[src/rtl/rv_wb_pkg.sv]
// Shared types and constants for the RV32I write-back stage.
package rv_wb_pkg;

    typedef enum logic [1:0] {
        WB_ALU  = 2'd0,
        WB_LOAD = 2'd1,
        WB_PC4  = 2'd2
    } wb_sel_e;

    localparam logic [2:0] F3_LB  = 3'b000;
    localparam logic [2:0] F3_LH  = 3'b001;
    localparam logic [2:0] F3_LW  = 3'b010;
    localparam logic [2:0] F3_LBU = 3'b100;
    localparam logic [2:0] F3_LHU = 3'b101;

    typedef enum logic {
        IDLE      = 1'b0,
        WAIT_LOAD = 1'b1
    } wb_state_e;

endpackage

[src/rtl/load_align.sv]
// Extracts and extends the addressed byte/half/word from an aligned load word
// and flags misaligned accesses and illegal load encodings.
module load_align
    import rv_wb_pkg::*;
#(
    parameter int XLEN = 32
) (
    input  logic [2:0]      funct3,
    input  logic [1:0]      off,
    input  logic [XLEN-1:0] word,
    output logic [XLEN-1:0] data,
    output logic            err
);

    logic [7:0]  byte_sel;
    logic [15:0] half_sel;

    // NOTE: every output of this block gets a default first so no path can infer a latch.
    always_comb begin
        data     = '0;
        err      = 1'b0;
        byte_sel = word[7:0];
        half_sel = off[1] ? word[31:16] : word[15:0];

        case (off)
            2'd1:    byte_sel = word[15:8];
            2'd2:    byte_sel = word[23:16];
            2'd3:    byte_sel = word[31:24];
            default: byte_sel = word[7:0];
        endcase

        case (funct3)
            F3_LB:   data = {{(XLEN-8){byte_sel[7]}}, byte_sel};
            F3_LBU:  data = {{(XLEN-8){1'b0}}, byte_sel};
            F3_LH: begin
                data = {{(XLEN-16){half_sel[15]}}, half_sel};
                err  = off[0];
            end
            F3_LHU: begin
                data = {{(XLEN-16){1'b0}}, half_sel};
                err  = off[0];
            end
            F3_LW: begin
                data = word;
                err  = (off != 2'd0);
            end
            default: err = 1'b1;
        endcase
    end

endmodule

[src/rtl/wb_stage.sv]
// Write-back stage: accepts retiring instructions, waits for load data,
// and drives the register-file write port, retire pulse and instret.
module wb_stage
    import rv_wb_pkg::*;
#(
    parameter int XLEN = 32,
    parameter int RAW  = 5
) (
    input  logic            clk,
    input  logic            rst,
    input  logic            in_valid,
    output logic            in_ready,
    input  logic            in_reg_write,
    input  logic [RAW-1:0]  in_rd,
    input  logic [1:0]      in_wb_sel,
    input  logic [2:0]      in_funct3,
    input  logic [XLEN-1:0] in_alu_result,
    input  logic [XLEN-1:0] in_pc_plus4,
    input  logic            ld_valid,
    input  logic [XLEN-1:0] ld_data,
    output logic            RegWrite,
    output logic [RAW-1:0]  W_Adrs,
    output logic [XLEN-1:0] W_Data,
    output logic            retire,
    output logic            ld_err,
    output logic [31:0]     instret
);

    wb_state_e       state_q, state_d;
    logic [RAW-1:0]  rd_q;
    logic            reg_write_q;
    logic [2:0]      funct3_q;
    logic [1:0]      off_q;
    logic [31:0]     instret_q;

    logic            accept, load_accept, alu_done, load_done;
    logic [XLEN-1:0] ld_aligned;
    logic            ld_bad;

    assign accept      = in_valid && in_ready;
    assign load_accept = accept && (in_wb_sel == WB_LOAD);
    assign alu_done    = accept && (in_wb_sel != WB_LOAD);
    assign load_done   = (state_q == WAIT_LOAD) && ld_valid;
    assign instret     = instret_q;

    always_comb begin
        state_d  = state_q;
        in_ready = 1'b0;
        case (state_q)
            IDLE: begin
                in_ready = 1'b1;
                if (load_accept) state_d = WAIT_LOAD;
            end
            WAIT_LOAD: if (ld_valid) state_d = IDLE;
            default:   state_d = IDLE;
        endcase
    end

    // NOTE: sequential state uses non-blocking assignments so every register samples pre-edge values.
    always_ff @(posedge clk) begin
        if (rst) state_q <= IDLE;
        else     state_q <= state_d;
    end

    // NOTE: load context needs no reset; it is only read in WAIT_LOAD, entered right after it is loaded.
    always_ff @(posedge clk) begin
        if (load_accept) begin
            rd_q        <= in_rd;
            reg_write_q <= in_reg_write;
            funct3_q    <= in_funct3;
            off_q       <= in_alu_result[1:0];
        end
    end

    load_align #(.XLEN(XLEN)) u_load_align (
        .funct3 (funct3_q),
        .off    (off_q),
        .word   (ld_data),
        .data   (ld_aligned),
        .err    (ld_bad)
    );

    // Write port is fully registered; pulses clear every cycle unless a completion lands.
    always_ff @(posedge clk) begin
        if (rst) begin
            RegWrite  <= 1'b0;
            W_Adrs    <= '0;
            W_Data    <= '0;
            retire    <= 1'b0;
            ld_err    <= 1'b0;
            instret_q <= '0;
        end else begin
            RegWrite <= 1'b0;
            ld_err   <= 1'b0;
            retire   <= alu_done || load_done;
            if (alu_done) begin
                W_Adrs   <= in_rd;
                W_Data   <= (in_wb_sel == WB_PC4) ? in_pc_plus4 : in_alu_result;
                RegWrite <= in_reg_write && (in_rd != '0);
            end else if (load_done) begin
                W_Adrs   <= rd_q;
                W_Data   <= ld_aligned;
                RegWrite <= reg_write_q && (rd_q != '0) && !ld_bad;
                ld_err   <= ld_bad;
            end
            if (alu_done || load_done) instret_q <= instret_q + 32'd1;
        end
    end

endmodule
[config.mk]
export PLATFORM = sky130hd
export DESIGN_NAME = wb_stage
export DESIGN_NICKNAME = d
export VERILOG_FILES = /design/src/rtl/rv_wb_pkg.sv /design/src/rtl/load_align.sv /design/src/rtl/wb_stage.sv
export SDC_FILE = /design/constraint.sdc
export NUM_CORES = 1
export LEC_CHECK = 0
export CAP_MARGIN = 25
export CORE_ASPECT_RATIO = 1.1
export CORE_MARGIN = 1
export CORE_UTILIZATION = 40
export CTS_CLUSTER_DIAMETER = 100
export DETAILED_ROUTE_END_ITERATION = 10
export PLACE_DENSITY = 0.78
export SLEW_MARGIN = 40
export SYNTH_ARGS = -nofsm -noshare
export SYNTH_HDL_FRONTEND = slang
export SYNTH_SLANG_ARGS = --single-unit
export TNS_END_PERCENT = 30
[constraint.sdc]
create_clock -name clk -period 5.9 [get_ports clk]
set_input_delay 0.885 -clock clk [delete_from_list [all_inputs] [get_ports clk]]
set_output_delay 0.885 -clock clk [all_outputs]
set_load 0.05 [all_outputs]
# Word level (Yosys, flattened, before mapping)
# Index checks and enable logic that the tools add are counted.
# op_classes
reduce_logical	17
n_mux	15
n_addsub	1
bitwise	2
n_eq_ne	10
# ops
op	count
32-bit one-hot mux with 5 select lines	1
32-bit two-way mux	3
32-bit by 1-bit adder with 32-bit output, second input constant	1
8-bit one-hot mux with 3 select lines	1
16-bit two-way mux	1
5-bit two-way mux	2
5-bit nonzero test	2
1-bit logical AND	7
2-bit == test, second input constant	3
3-bit == test, second input constant	2
1-bit two-way mux	5
2-bit by 1-bit == test with 1-bit output, second input constant	2
2-bit nonzero test	2
2-bit OR reduction	2
3-bit by 1-bit == test with 1-bit output, second input constant	1
3-bit by 2-bit == test with 1-bit output, second input constant	1
3-bit logical NOT	1
1-bit one-hot mux with 3 select lines	1
3-bit OR reduction	1
2-bit by 1-bit != test with 1-bit output, second input constant	1
1-bit NOT	2
1-bit one-hot mux with 2 select lines	1
1-bit logical NOT	1
1-bit logical OR	1
# totals
ff_bits	84
in_bits	111
out_inout_bits	73
wordCells	56

# Logic depth before layout (Yosys ltp)
# depth
ltp_word	7
depth_mapped	7
mapped_depth_nobuf	5

# Cells and area by module
# Synthesis repeated with hierarchy kept, for this count alone.
# unflattened
hier_cells	562
area_unflattened_um2	4730.8
# modules_own_cells
mod	area_each_um2	seq_area_each_um2	n_inst	cells_each
wb_stage	3928.8	1791.7	1	446
load_align	802.0	0.0	1	116

# Worst setup path before layout
# OpenSTA, ideal clock, no wires.
# synth_timing
path_kind	reg2reg
startpoint	reg instret_q[3], in the netlist instret[3]
endpoint	reg instret_q[24], in the netlist instret[24]
stages_incl_launch_ff	7
arrival_time_ps	2355
n_path_buf	1
path_slack_ps	3475
setup_ps	71
synth_period_minus_slack_ps	2425
required_ps	5829
cell_sequence	dfxtp_1 -> and4_4 -> nand4_4 -> or3_4 -> buf_6 -> or4_1 -> a21oi_1
# synth_via
elab_chain_len	1
# synth_lines
element	line	source
start, declared	wb_stage.sv:34	logic [31:0] instret_q;
start signal, assigned	wb_stage.sv:106	if (alu_done || load_done) instret_q <= instret_q + 32'd1;
32-bit by 1-bit adder with 32-bit output	wb_stage.sv:106	
# Every way passes these cells.
# A chain may end at the register's enable or synchronous reset.

# Final worst setup path
# layout_timing
startpoint	in ld_valid
endpoint	reg instret_q[27], in the netlist instret[27]
# layout_via
elab_chain_len	2
# layout_lines
element	line	source
start, declared	wb_stage.sv:19	input logic ld_valid,
1-bit logical AND	wb_stage.sv:43	assign load_done = (state_q == WAIT_LOAD) && ld_valid;
1-bit logical OR	wb_stage.sv:106	
# Every way passes these cells.

==> impl_results.md <==
* Relative slew slack at 47.18%
* Yosys cell types at 47
* Initial antenna violation count at 0
* Sequential power share at 40.7%
* Drt pass-1 iters at 5
* Vias in the first global route at between 4000 and 5000
* Worst-Skew Late Latency at 0.33 ns
* Ys async rst share at 0%
* Peak supply drop at 0.0001189 V
* Gr usage total at 26.69%
* Hold bufs inserted after CTS at 0
* Clk buf depth at 2
* Die W at a little over 100 µm
* CTS H-tree lvls at 3
* Gate power share at 23.3%
* Int Pwr at 1.088 mW
* Max cap viols at 0
* P_sw at 0.4491 mW
* FP Rows at 40
* GPL Wtd Cong at 0.8737
* Reg area at 1792 µm²
* R2R Path Start: state_q
* Post-CTS setup buffers at 0
* Req. time, crit path at 6.15 ns
* Area of the multi-input gates at 2510 µm²
* # port buffers at ~180
* Routed WL per cell at 17.70 µm
* Leading post-synthesis cells by cell area: dfxtp_1 (33%), nand2_1 (8.4%), edfxtp_1 (7.4%)
* Clock root cell: clkbuf_16
* Core ar. at approximately 11000 µm²
* Critical Path End Type: flip-flop
* Layout area overhead at 50.20%
* Worst Reg-to-Reg Cells at 6
* Synth Warn # at 0
* Mapped Cells at 558
* Net Sw Frac at between 20 and 30%
* Crit path to: instret[27]
* Mean Syn Cell Area at 7.969 µm²
* Die extent in y at between 100 and 150 µm
* Global-route wire length before repair at 23860 µm
* Fraction of the cycle the final worst path needs at between 50% and 60%
* Most common cell in the synthesized netlist: nand2_1
* Power Density at ~230 nW/µm²
* Syn_nets at between 600 and 700
* Fmax achieved at around 320 MHz
* Full die area at around 12000 µm²
* DP HPWL at 11310 µm
* Nets at 827
* Tmin final at ~3.1 ns
* FILL cells at 963
* Hold Vio Cnt, Final at 0
* CP Launch Point: ld_valid
* Max-slew violation count at 0
* Top FF cell, synth: dfxtp_1
* P_leak at roughly 2.4 nW
* Hold Crit Depth at 2
* Initial Utilization at 40.94%
* Ports at 184
* Antenna Nets Post-Route at 0
* GRT overflow at 0
* Drt total wl at 15340 µm
* Clock sinks at 84
* Post-synth top cells: nand2_1 (99), dfxtp_1 (73), nor2_1 (51)
* Crit path kind: in2reg
* Share of cells above drive strength 1 at 6.528%
* Cts bufs inserted at 9
* Clk pwr share at 36.0%
* Clk slew on worst S/H paths at 0.06 ns
* Diodes inserted at 0
* Synth area leader: dfxtp_1
* Largest fanout on the critical path at 44
* Worst Hold Launch: W_Adrs[0]
* Status: finished clean
* Largest net degree at the start of global routing at between 70 and 80
* EDFF count, synth at 11
* Crit path DAT at 3.38 ns
* Setup violators final at 0
* Area share of the largest cell type after synthesis at 32.86%
* Initial drt markers at 255
* # resized after CTS at 0
* Worst Tran Pin Value at about 0.8 ns
* Reg2reg end: instret[27]
* R2r setup slk at approximately 3.5 ns
* DR vias at about 4900
* RSZ-0062 raised after global routing: false
* Via/cell ratio at 5.701
* CTS tree: yes
* Pwr Total at 1.537 mW
* Residual DRC count at 0
* Hold crit path type: reg2reg
* Total negative setup slack at 0 ns
* Register area share after synthesis at roughly two fifths
* Critical Path Source Type: input port
* Hold WS at 0.4553 ns
* Area of the mapped netlist at 4447 µm²
* Worst Skew at 0.006866 ns
* #FFs+latches synth at 84
[per-layer routing]
| layer | GRT usage, % | routed length (µm) | vias to the layer above |
|---|---|---|---|
| met5 | 0 | 0 | - |
| met4 | 10.95 | 465 | 0 |
| met3 | 6.663 | 1460 | 36 |
| met2 | 45.47 | 7519 | 271 |
| met1 | 31.55 | 5896 | 2295 |
| li1 | - | - | 2341 |
[cell families (layout without fill, tap and decap cells)]
kind of cell    after synthesis  in the layout  synth area share (%)
compound gates              147            147                 20.17
xor+xnor                     15             15                 2.955
fa+ha+maj                     1              1                0.2813
buf+inv                      50            212                 4.417
flops                        84             84                 40.29
mux                          13             13                 5.262
simple gates                248            248                 26.62
[power groups by stage]
stage	Sequential [mW]	Clock [mW]	Combinational [mW]
after CTS	0.626	0.559	0.356
final	0.626	0.553	0.358
after global placement	0.637	0	0.349
after floorplan	0.719	0	0.106
after detailed placement	0.637	0	0.355
after global routing	0.628	0.582	0.378
[how the worst min path moves through the flow]
stage,to,slack [ns]
final,W_Adrs[0],0.46
after global routing,W_Adrs[4],0.48
after global placement,W_Adrs[0],0.45
after floorplan,state_q,0.51
after CTS,W_Adrs[0],0.46
after detailed placement,W_Adrs[0],0.45
[cell type report]
class,instances,area share [%]
tap,147,2.754
sequential,84,26.83
clock inverter,4,0.7681
clock buffer,12,3.541
multi-input combinational,424,37.58
inverter,7,0.3934
timing repair buffer,189,28.14
[worst max-delay path: stages]
cell and delay [ns]:
clkdlybuf4s50_1 0.50, nand2_1 0.25, o21ai_4 0.13, buf_4 0.43
nand2_1 0.41, or4_1 0.59, a21oi_1 0.16
[stage by stage]
step / worst slack [ns] / std cells / area, µm² / util, %
after detailed placement: 2.476 / 850 / 6376 / 58.71
final: 2.775 / 867 / 6679 / 61.50
after CTS: 2.802 / 866 / 6664 / 61.36
after global placement: 2.381 / 850 / 6355 / 58.51
after global routing: 2.646 / 867 / 6679 / 61.50
after floorplan: 3.475 / 558 / 4447 / -
[registers in the layout, indices dropped and copies added (netlist names)]
name	flops
RegWrite	1
W_Adrs	5
W_Data	32
funct3_q	3
instret	32
ld_err	1
off_q	2
rd_q	5
reg_write_q	1
retire	1
state_q	1
[layout by cell type (no fill, tap or decap), types with 11 or more instances in the layout]
cell type,synthesis,layout
a21oi_1,50,49
a31oi_1,32,31
clkdlybuf4s50_1,0,182
dfxtp_1,73,73
edfxtp_1,11,11
nand2_1,99,99
nor2_1,51,49
nor3_1,29,29
o21ai_0,28,28
or4_1,12,12
Note: power is estimated with default switching activity, not from simulation.
